### src/rtl/taillight_pkg.sv
// Shared constants for the taillight mode controller and the downstream blinker.
package taillight_pkg;

  localparam int DEBOUNCE_CYCLES_DEF = 240_000;

  typedef enum logic [2:0] {
    MODE_OFF    = 3'd0,
    MODE_HAZARD = 3'd1,
    MODE_LEFT   = 3'd2,
    MODE_RIGHT  = 3'd3,
    MODE_BRAKE  = 3'd4
  } mode_t;

  typedef enum logic {
    HZ_OFF = 1'b0,
    HZ_ON  = 1'b1
  } hz_state_t;

endpackage

### src/rtl/key_debounce.sv
// Two-flop synchronizer followed by a consecutive-sample debouncer for one key.
module key_debounce
  import taillight_pkg::*;
#(
  parameter int DEBOUNCE_CYCLES = DEBOUNCE_CYCLES_DEF
) (
  input  logic clk,
  input  logic rst_n,
  input  logic raw,
  output logic level
);

  localparam int CW = (DEBOUNCE_CYCLES > 1) ? $clog2(DEBOUNCE_CYCLES) : 1;
  localparam logic [CW-1:0] CNT_TC = CW'(DEBOUNCE_CYCLES - 1);

  logic          sync1;
  logic          sync2;
  logic [CW-1:0] cnt;

  // The counter only advances while the sample disagrees and is cleared on
  // every flip, so it tops out at CNT_TC and cannot wrap.
  always_ff @(posedge clk or negedge rst_n) begin
    if (!rst_n) begin
      sync1 <= 1'b0;
      sync2 <= 1'b0;
      cnt   <= '0;
      level <= 1'b0;
    end else begin
      sync1 <= raw;
      sync2 <= sync1;
      if (sync2 == level) begin
        cnt <= '0;
      end else if (cnt == CNT_TC) begin
        level <= sync2;
        cnt   <= '0;
      end else begin
        cnt <= cnt + 1'b1;
      end
    end
  end

endmodule

### src/rtl/taillight_mode_ctrl.sv
// Taillight mode selector: debounced levers/switches, hazard latch and
// priority encoding into a registered mode code for the blinker.
//
//   state  | meaning
//   HZ_OFF | hazard flasher inactive
//   HZ_ON  | hazard flasher latched on (toggled by each hazard press)
module taillight_mode_ctrl
  import taillight_pkg::*;
#(
  parameter int DEBOUNCE_CYCLES = DEBOUNCE_CYCLES_DEF
) (
  input  logic       clk,
  input  logic       rst_n,
  input  logic       key_left,
  input  logic       key_right,
  input  logic       key_brake,
  input  logic       key_hazard,
  output logic [2:0] mode,
  output logic       mode_chg,
  output logic       conflict
);

  logic      left;
  logic      right;
  logic      brake;
  logic      hazard;
  logic      hazard_d;
  hz_state_t hz_state;
  mode_t     next_mode;

  key_debounce #(.DEBOUNCE_CYCLES(DEBOUNCE_CYCLES)) u_db_left (
    .clk(clk), .rst_n(rst_n), .raw(key_left), .level(left)
  );
  key_debounce #(.DEBOUNCE_CYCLES(DEBOUNCE_CYCLES)) u_db_right (
    .clk(clk), .rst_n(rst_n), .raw(key_right), .level(right)
  );
  key_debounce #(.DEBOUNCE_CYCLES(DEBOUNCE_CYCLES)) u_db_brake (
    .clk(clk), .rst_n(rst_n), .raw(key_brake), .level(brake)
  );
  key_debounce #(.DEBOUNCE_CYCLES(DEBOUNCE_CYCLES)) u_db_hazard (
    .clk(clk), .rst_n(rst_n), .raw(key_hazard), .level(hazard)
  );

  always_comb begin
    next_mode = MODE_OFF;
    if (brake)                 next_mode = MODE_BRAKE;
    else if (hz_state == HZ_ON) next_mode = MODE_HAZARD;
    else if (left && right)    next_mode = MODE_OFF;
    else if (left)             next_mode = MODE_LEFT;
    else if (right)            next_mode = MODE_RIGHT;
  end

  // Brake only masks the hazard mode; it never touches the latch itself.
  always_ff @(posedge clk or negedge rst_n) begin
    if (!rst_n) begin
      hz_state <= HZ_OFF;
      hazard_d <= 1'b0;
      mode     <= MODE_OFF;
      mode_chg <= 1'b0;
      conflict <= 1'b0;
    end else begin
      hazard_d <= hazard;
      if (hazard && !hazard_d) begin
        hz_state <= (hz_state == HZ_ON) ? HZ_OFF : HZ_ON;
      end
      mode     <= next_mode;
      mode_chg <= (next_mode != mode_t'(mode));
      conflict <= left && right;
    end
  end

endmodule

### config.mk
export PLATFORM = sky130hd
export DESIGN_NAME = taillight_mode_ctrl
export DESIGN_NICKNAME = d
export VERILOG_FILES = /design/src/rtl/taillight_pkg.sv /design/src/rtl/key_debounce.sv /design/src/rtl/taillight_mode_ctrl.sv
export SDC_FILE = /design/constraint.sdc
export NUM_CORES = 1
export LEC_CHECK = 0
export ABC_AREA = 1
export CAP_MARGIN = 20
export CORE_UTILIZATION = 63
export DETAILED_ROUTE_END_ITERATION = 8
export GPL_ROUTABILITY_DRIVEN = 0
export MAX_ROUTING_LAYER = met4
export PLACE_DENSITY = 0.83
export SLEW_MARGIN = 10
export SYNTH_ARGS = -nofsm -noshare
export SYNTH_HDL_FRONTEND = slang
export SYNTH_HIERARCHICAL = 1
export SYNTH_SLANG_ARGS = --single-unit
### constraint.sdc
create_clock -name clk -period 1.5 [get_ports clk]
set_input_delay 0.15 -clock clk [delete_from_list [all_inputs] [get_ports clk]]
set_output_delay 0.15 -clock clk [all_outputs]
set_load 0.01 [all_outputs]
==> results.md <==
- Initial detailed-routing violation count: 132
- Initial antenna violation count: 0
- DRC viols: 0
- WP data arrival: 1.28 ns
- Worst slew pin tran: 0.457 ns
- Leakage: 2.67 nW
- Hold Path Sink: u_db_left/sync1
- Final WL: 9.66 mm
- Post-synth top area share: 0.437
- Layout Nets: about 670
- Max cap viols: 0
- Synthesized area: 5210 um^2
- Post-synth ARST share: 1.00
- Setup WS post-layout: between 0.06 and 0.07 ns
- Starting Density: 0.664
- Num rows: 32
- Worst Clk Skew: between 0.01 and 0.015 ns
- Pwr Density: ~750 nW/um^2
- Clk root buf: clkbuf_8
- Count of cell types in the netlist: 28
- Port bufs: 10
- Bufs and invs on worst path: 1
- Max Slew Vio Count: 0
- Share of cells above drive strength 1: 0.217
- Hold_sp: key_left
- Final hold slack: 0.225 ns
- Syn. warnings: 6
- Status: finished, final reports clean
- Die Area: between 8000 and 9000 um^2
- Synth Flop Type: dfrtp_1
- Minimum clock period: 1.43 ns
- Yosys reg bits: 91
- Grt ovf: 0
- First-pass GRT wire length: 17.1 mm
- GRT Util Overall: 0.260
- R2R depth: 7
- Largest net degree at the start of global routing: 33
- Chip width: 92.9 um
- WS Path Type: flop to primary output
- Synthesis-to-finish area growth: 10.7%
- Hold Vio Cnt, Final: 0
- RR Startpoint: u_db_hazard/cnt[0]
- Post-detail-place hpwl: 7.29 mm
- Dpl ws: 0.0813 ns
- Synth top cells by count: nand2_1, nor2_1, dfrtp_1
- Worst Hold Depth: 1
- Worst r2r dst: u_db_hazard/cnt[12]
- Syn Inst Count: 622
- Placed Instance Area: ~5500 um^2
- Setup TNS: 0 ns
- EDFF count, synth: 0
- Vias in the first global route: around 4k
- Worst path max stage delay: 0.55 ns
- Max Clock Freq: approximately 700 MHz
- Crit path cell chain: clkdlybuf4s50_1
- Die height: 92.9 um
- DR pass1 iterations: 5
- Clock latency at the later pin of the worst-skew pair: ~0.36 ns
- Sequential area share after synthesis: 0.437
- Most area-consuming cells after synthesis: dfrtp_1, nand2_1, nor2_1, nor2_4, inv_1
- Critical path's top delay family: buffers and inverters
- Placed cells: 742
- Slew margin rel.: 0.696
- Final Non-Filler Cells: about 760
- Worst setup SP type: flop
- Num CTS Buffers: 9
- I/O pin total: 11
- Hold WC Path Type: primary input to flop
- R2R Setup Slk: 0.11 ns
- ANT nets after route: 0
- Crit path max fanout: 2
- CTS tree: yes
- Sink Count: 91
- Critical Path RT: 1.35 ns
- Ant diodes: 0
- Routed len/inst: 12.7 um
- Final Cell Area: 5770 um^2
- Mapped Avg Cell Area: 8.37 um^2
- Endpoint class of the critical path: primary output
- Peak supply drop: between 0.5 and 0.6 mV
- Clock Tree Buf Depth: 2
- Via count: roughly 4k
- Most area-hungry cell type in the Yosys netlist: dfrtp_1
- Setup violators final: 0
- Slowest cell on crit path: clkdlybuf4s50_1
- H-Tree Depth: 3
- Top-count cell post-synth: nand2_1
- Final Cycle Share: 0.955
- Syn_nets: 634
- Routed vias/inst: 5.21
- Clk slew on worst S/H paths: ~0.090 ns
- Core region area: 7850 um^2
## cell families after synthesis
logic type      Yosys count  share of synthesized area
fa+ha+maj                 6                     0.0144
compound gates           24                     0.0259
flops                    91                      0.437
xor+xnor                 42                     0.0778
simple gates            371                      0.381
buf+inv                  88                     0.0634
## worst max path at each step
stage / endpoint / depth (start not counted) / start
floorplan: u_db_left/cnt[12] / 7 / u_db_left/cnt[0]
global route: u_db_brake/cnt[8] / 6 / u_db_brake/cnt[0]
finish: mode[1] / 1 / mode[1]
detailed placement: u_db_right/cnt[14] / 6 / u_db_right/cnt[0]
global placement: u_db_left/cnt[12] / 7 / u_db_left/cnt[0]
CTS: mode[2] / 1 / mode[2]
## per-layer routing
layer,GRT usage,part of all wire
met4,0.0910,0.015
met1,0.304,0.43
met3,0.0501,0.047
met2,0.447,0.51
met5,-,0
## where the power goes
part / internal [mW] / leakage, nW / switching, mW
Combinational: 0.0782 / 1.33 / 0.135
Sequential: 2.49 / 1.24 / 0.0273
Clock: 0.703 / 0.0892 / 0.868
## flip-flops by register name (all words and copies together) (netlist names), 3 cells and up
name and cells:
u_db_hazard/cnt 18, u_db_brake/cnt 18, u_db_left/cnt 18, mode 3
u_db_right/cnt 18
## placed cells by master (no fill, tap or decap), types with 9 or more instances in the layout
master / Yosys / layout
nand2_1: 118 / 118
nor2_1: 103 / 103
dfrtp_1: 91 / 91
inv_1: 68 / 68
nand3_1: 41 / 40
nor2_2: 28 / 28
nor2_4: 28 / 28
xor2_1: 25 / 25
inv_2: 15 / 15
nand2_2: 13 / 13
xnor2_1: 12 / 12
clkbuf_8: 0 / 11
a21oi_1: 9 / 9
## metrics by stage
| stage | power, mW | utilization |
|---|---|---|
| global route | 4.47 | 0.735 |
| detailed placement | 2.78 | 0.705 |
| global placement | 2.77 | 0.705 |
| CTS | 4.35 | 0.732 |
| finish | 4.30 | 0.735 |
| floorplan | 2.66 | - |
## layout make-up
class / count / area, um^2
Fill cell: 577 / 2080
Multi-Input combinational cell: 443 / 2620
Inverter: 88 / 330
Clock buffer: 12 / 155
Tap cell: 102 / 128
Timing Repair Buffer: 21 / 223
Clock inverter: 4 / 32.5
Sequential cell: 91 / 2280
## repair_timing
item,CTS,global route
pin swaps,0,0
setup buffers,2,0
hold endpoints to repair,29,0
setup endpoints to repair,2,5
gates resized for setup,0,5
hold buffers,1,0
Power figures use the tool's default switching activity.
